`config.mk`:
```
export PLATFORM = sky130hd
export DESIGN_NAME = design_32
export DESIGN_NICKNAME = d
export VERILOG_FILES = /design/src/rtl/design_32_pkg.sv /design/src/rtl/design_32_adder.sv /design/src/rtl/design_32.sv
export SDC_FILE = /design/constraint.sdc
export NUM_CORES = 1
export LEC_CHECK = 0
export ABC_AREA = 1
export CORE_MARGIN = 3
export CORE_UTILIZATION = 35
export DETAILED_ROUTE_END_ITERATION = 12
export GPL_TIMING_DRIVEN = 1
export HOLD_SLACK_MARGIN = 0.02
export MAX_ROUTING_LAYER = met4
export PLACE_DENSITY = 0.73
export SYNTH_ARGS = -nofsm -noshare
export SYNTH_HDL_FRONTEND = slang
export SYNTH_SLANG_ARGS = --single-unit
```
`constraint.sdc`:
```
create_clock -name clk -period 0.8 [get_ports clk]
set_input_delay 0.12 -clock clk [delete_from_list [all_inputs] [get_ports clk]]
set_output_delay 0.12 -clock clk [all_outputs]
set_load 0.02 [all_outputs]
```
`src/rtl/design_32_pkg.sv`:
```
// -----------------------------------------------------------------------------
// design_32_pkg
// Shared definitions for the design_32 registered adder.
//   DESIGN_32_W_DEFAULT : default operand/result width in bits
//   sum_wrap()          : modular sum of two operands truncated to w bits,
//                         usable by checkers for any width from 1 to 64
// -----------------------------------------------------------------------------
package design_32_pkg;

    localparam int unsigned DESIGN_32_W_DEFAULT = 12;

    // Operands are carried in 64-bit containers so one function covers every
    // legal width; the carry-out beyond bit w-1 is discarded by the mask.
    function automatic logic [63:0] sum_wrap(
        input logic [63:0] a,
        input logic [63:0] b,
        input int unsigned w
    );
        logic [63:0] s;
        s = a + b;
        if (w < 64) begin
            s = s & ((64'd1 << w) - 64'd1);
        end
        return s;
    endfunction

endpackage

```
`src/rtl/design_32_adder.sv`:
```
// -----------------------------------------------------------------------------
// design_32_adder
// Purely combinational W-bit modular adder built as a ripple-carry chain.
// Ports:
//   a [W-1:0] in  : first operand
//   b [W-1:0] in  : second operand
//   s [W-1:0] out : (a + b) mod 2^W, carry-out discarded
// -----------------------------------------------------------------------------
module design_32_adder
    import design_32_pkg::*;
#(
    parameter int unsigned W = DESIGN_32_W_DEFAULT
) (
    input  logic [W-1:0] a,
    input  logic [W-1:0] b,
    output logic [W-1:0] s
);

    // carry[gi] is the carry into bit gi; the carry out of the top bit is
    // never built because the result wraps modulo 2^W.
    logic [W-1:0] carry;

    assign carry[0] = 1'b0;

    generate
        for (genvar gi = 0; gi < W; gi++) begin : g_bit
            assign s[gi] = a[gi] ^ b[gi] ^ carry[gi];
            if (gi < W - 1) begin : g_carry
                assign carry[gi+1] = (a[gi] & b[gi]) | (carry[gi] & (a[gi] ^ b[gi]));
            end
        end
    endgenerate

endmodule

```
`src/rtl/design_32.sv`:
```
// -----------------------------------------------------------------------------
// design_32
// Latency-1 registered adder with a start/valid handshake, no backpressure.
// Ports:
//   clk             in  : rising-edge clock
//   rst_n           in  : asynchronous active-low reset (clears y and valid)
//   start           in  : request strobe, sampled each rising edge
//   a, b  [W-1:0]   in  : operands, sampled together with start
//   y     [W-1:0]   out : registered modular sum of the last started operands
//   valid           out : high for one cycle after each sampled start
// -----------------------------------------------------------------------------
module design_32
    import design_32_pkg::*;
#(
    parameter int unsigned W = DESIGN_32_W_DEFAULT
) (
    input  logic         clk,
    input  logic         rst_n,
    input  logic         start,
    input  logic [W-1:0] a,
    input  logic [W-1:0] b,
    output logic [W-1:0] y,
    output logic         valid
);

    logic [W-1:0] sum_next;
    logic [W-1:0] y_reg;
    logic         valid_reg;

    design_32_adder #(
        .W (W)
    ) u_adder (
        .a (a),
        .b (b),
        .s (sum_next)
    );

    // y only loads on start, so operands are never observed (and cannot leak
    // X) while start is low; it simply holds its previous result.
    always_ff @(posedge clk or negedge rst_n) begin
        if (!rst_n) begin
            y_reg <= '0;
        end else if (start) begin
            y_reg <= sum_next;
        end
    end

    always_ff @(posedge clk or negedge rst_n) begin
        if (!rst_n) begin
            valid_reg <= 1'b0;
        end else begin
            valid_reg <= start;
        end
    end

    assign y     = y_reg;
    assign valid = valid_reg;

endmodule

```
After elaboration in Yosys (flattened, before gate mapping)
Index checks and enable logic that the tools add are counted.

Register bits after elaboration: 13. Word-level logic and storage cells: 56.

Bitwise gates (word level): 54.

Operators by type and width (number): 1-bit bitwise XOR (23); 1-bit bitwise AND (21); 1-bit OR (10).

Depth between registers and ports, before layout
Depth after elaboration: 22. Gate-level depth with buffers: 16.

Hierarchy
Synthesis repeated with hierarchy kept, for this count alone.

Cell total of the unflattened synthesis: 78. Area, all modules: 754.5 um2.

Modules (own cells, without submodules): design_32 (instances 1, cells each 52, area an instance 483.0 um2); design_32_adder (instances 1, cells each 26, area an instance 271.5 um2).

Worst setup path before layout
Ideal clock, no wire load.

Kind: input port to flip-flop. Start point: in a[0]. End point: reg y_reg[11], in the netlist y[11]. Library setup time: 0.117 ns. Data arrival time: 4.189 ns. Required time: 0.683 ns. Setup slack: -3.506 ns. Stages on the path: 16. Path buffers: 0. Cell sequence: ha_1 > inv_1 > fa_1 > inv_1 > fa_1 > fa_1 > fa_1 > fa_1 > fa_1 > fa_1 > fa_1 > fa_1 > fa_1 > nand3b_1 > nand3_1 > nand2_1.

Longest elaborated chain between the ends: 22.

Ends and longest elaborated chain: from (decl) (RTL line design_32.sv:20) `input logic [W-1:0] a,`; 1-bit bitwise AND (2 in a row) (RTL line design_32_adder.sv:29) `assign carry[gi+1] = (a[gi] & b[gi]) | (carry[gi] & (a[gi] ^ b[gi]));`; 1-bit OR (RTL line design_32_adder.sv:29); 1-bit bitwise AND (RTL line design_32_adder.sv:29); 1-bit OR (RTL line design_32_adder.sv:29); 1-bit bitwise AND (RTL line design_32_adder.sv:29); 1-bit OR (RTL line design_32_adder.sv:29); 1-bit bitwise AND (RTL line design_32_adder.sv:29); 1-bit OR (RTL line design_32_adder.sv:29); [... 5 more ...]; 1-bit OR (RTL line design_32_adder.sv:29); 1-bit bitwise AND (RTL line design_32_adder.sv:29); 1-bit OR (RTL line design_32_adder.sv:29); 1-bit bitwise AND (RTL line design_32_adder.sv:29); 1-bit OR (RTL line design_32_adder.sv:29); 1-bit bitwise AND (RTL line design_32_adder.sv:29); 1-bit OR (RTL line design_32_adder.sv:29); 1-bit bitwise XOR (RTL line design_32_adder.sv:27) `assign s[gi] = a[gi] ^ b[gi] ^ carry[gi];`; to (signal assigned) (RTL line design_32.sv:44) `y_reg <= sum_next;`; to (decl) (RTL line design_32.sv:27) `logic [W-1:0] y_reg;`.

Every way passes these cells. A chain may end at the register's enable or synchronous reset.

Worst setup path after layout
Same ends and word-level chain as after synthesis.

==> impl_metrics.ini <==
[sta]
fin_skew_ps = 0
tightest_slew_ps = 217
rsz0062_at_grt = yes
period_needed_ps = 3840
timing.final.ws_setup_ps = -3040
setup_viol = 23
holdWs_ps = 151
maxSlewViolCount = 0
timing.fmax_mhz = 260
relSlewSlack = 0.855
hold_viol = 0
final.period_utilization = 4.80

[synth]
yosysMostFrequentCell = nand2_1
syn-num-nets = 112
synthDistinctLibCells = 11
synth_top_cells_by_count = 37 x nand2_1, 13 x dfrtp_1, 10 x fa_1
synth_ff_type = dfrtp_1
synth_seq_cells = 13
synth_top_area_cell = dfrtp_1
yosys.area.top_type_share = 0.437
async_flop_share = 1.00
synthTopCellsByArea = dfrtp_1 44%, fa_1 27%, nand2_1 19%
synthCells = 74
ys_warn_count = 0
ys_seq_area_frac = 0.437
syn_avg_cell_area_um2 = 10.1
synth_edf_count = 0
post_synth_instance_area_um2 = 744

[floorplan]
rows = 16
coreArea_um2 = 1980
start_util = 0.376
die_w_um = 52.1
fp.dieH_um = 52.1
dieArea_um2 = 2720
ios = 40

[global_routing]
grt_pass1_vias = 732
grt_busiest_layer = met2
grt_max_degree = 14
grt_util_met1 = 0.149
overflow = 0
grt_util_met2 = 0.295
grt_pass1_wl_um = 2920
grt_usage = 0.160
use_met3 = 0.0172
antenna_found_initial = 0

[worst_setup_path]
start_kind = primary input
critical_path_class = primary input to flop
crit_fanout = 2
crit_path_frequent_cell = fa_2
cpPeakStageDelay_ps = 380
path_buf_inv = 3
cp.required_ps = 970
critical-path-top-delay-family = adder cells
worst_setup_path_end_kind = flop
path_cells = buf_6 > ha_4 > inv_2 > fa_2 > inv_2 > fa_2 > fa_2 > fa_2 > fa_2 > fa_2 > fa_2 > fa_2 > fa_2 > fa_2 > nand3b_1 > nand3_1 > nand2_1
cp.arrival_ps = 4010
cp_slowest_cell = fa_2

[cts]
cts.reportedPaths.clkPinSlew_ps = 70
cts_max_path_buffers = 2
cts_tree = yes
htreeDepth = 1
cts_root_buffer = clkbuf_4
clock_latency_ps = 270
clkSinkCount = 13
numCtsBuffers = 3

[pwr]
power_density_nw_per_um2 = 1680
ir_drop_mv = 1.27
power_leakage_nw = 0.638
finalPower_w = 0.00223

[outcome]
status = complete, but fails checks
violations = setup timing

[finish]
syn_to_final_growth_pct = 78.5
stdcell_area_um2 = 1330
fin_util = 0.670
largest_reg_flops = 12
num-fill-cells = 160
diodes = 0
nNetsFinal = 166
fin_cells = 154
drive_gt1_frac = 0.394

[routing]
dr.pass1.iters = 4
drt_iter0_drc = 8
antenna_left = 0
routedWlPerCell_um = 12.8
vias = 692
drc_errors = 0
wirelength_um = 1970
viasPerCell = 4.49

[placement]
port_buffers = 39
gp_congestion = 0.751
place_inst = 141
dp_hpwl_um = 1470
placed_area_um2 = 1220

[min_path]
hp-class = primary input to flop

[run]
cap_violations = 0
## metal layers
| metal | routed length, um | vias up |
|---|---|---|
| met1 | 694 | 334 |
| li1 | - | 325 |
| met3 | 121 | 6 |
| met5 | 0 | - |
| met2 | 1080 | 27 |
| met4 | 71 | 0 |
## final cells by class
class	count	area, um2	area share
Multi-Input combinational cell	52	417	0.314
Clock buffer	4	26.3	0.0198
Inverter	7	26.3	0.0198
Sequential cell	13	325	0.245
Timing Repair Buffer	51	500	0.377
Tap cell	27	33.8	0.0254
## path summary, 6_finish.rpt
path	end	cells past startpoint	slack, ps	start
max	y[11]$_DFFE_PN0P_	17	-3040	a[0]
max reg2reg	y[8]$_DFFE_PN0P_	4	-80	y[8]$_DFFE_PN0P_
min	y[0]$_DFFE_PN0P_	4	150	b[0]
min reg2reg	y[11]$_DFFE_PN0P_	2	510	y[11]$_DFFE_PN0P_
max in group asynchronous	y[10]$_DFFE_PN0P_	2	510	rst_n
min in group asynchronous	y[4]$_DFFE_PN0P_	2	170	rst_n
## through the flow
step           setup WS, ps  setup TNS [ps]
4_1_cts               -3060          -19500
6_report              -3040          -19360
3_3_place_gp          -3680          -28470
2_1_floorplan         -3140          -18980
5_1_grt               -3140          -20340
3_5_place_dp          -3740          -29060
## power by group
part	internal, W	total, W	switching, W
Combinational	0.000548	0.000979	0.000431
Clock	0.000193	0.000402	0.000209
Sequential	0.000765	0.000845	0.0000806
Total	0.00151	0.00223	0.000720
## cells by family (layout without fill, tap and decap cells)
family | count (synthesis) | in the layout | share of synthesized area
adders and majority gates | 11 | 11 | 0.286
DFF | 13 | 13 | 0.437
AOI/OAI and AO/OA | 1 | 1 | 0.00672
buffers and inverters | 9 | 62 | 0.0605
and+or+nand+nor | 40 | 40 | 0.210
## worst register-to-register path: stages, from the launching register on
cell and delay [ps]:
dfrtp_1 400, buf_4 140, buf_4 130, nand2_1 60, nand2_1 50
## cells in the final DEF, fill, tap and decap left out
master | netlist | routed
nand2_2 | 0 | 2
clkdlybuf4s50_1 | 0 | 21
inv_2 | 1 | 5
buf_6 | 1 | 15
dfrtp_1 | 13 | 13
dlygate4sd2_1 | 0 | 1
buf_2 | 0 | 2
nand3b_1 | 1 | 1
inv_1 | 6 | 2
ha_4 | 0 | 1
fa_2 | 0 | 10
clkbuf_4 | 0 | 3
buf_12 | 0 | 1
clkbuf_1 | 0 | 1
buf_4 | 1 | 11
nand3_1 | 2 | 2
o21ai_1 | 0 | 1
nand2_1 | 37 | 35
## what timing repair did
item | in CTS | in global routing
gates resized for setup | 97 | 2
pin swaps | 5 | 4
hold buffers | 0 | 0
buffers inserted | 6 | 3
endpoints found under the setup margin | 24 | 23
Note: power is estimated with default switching activity, not from simulation.
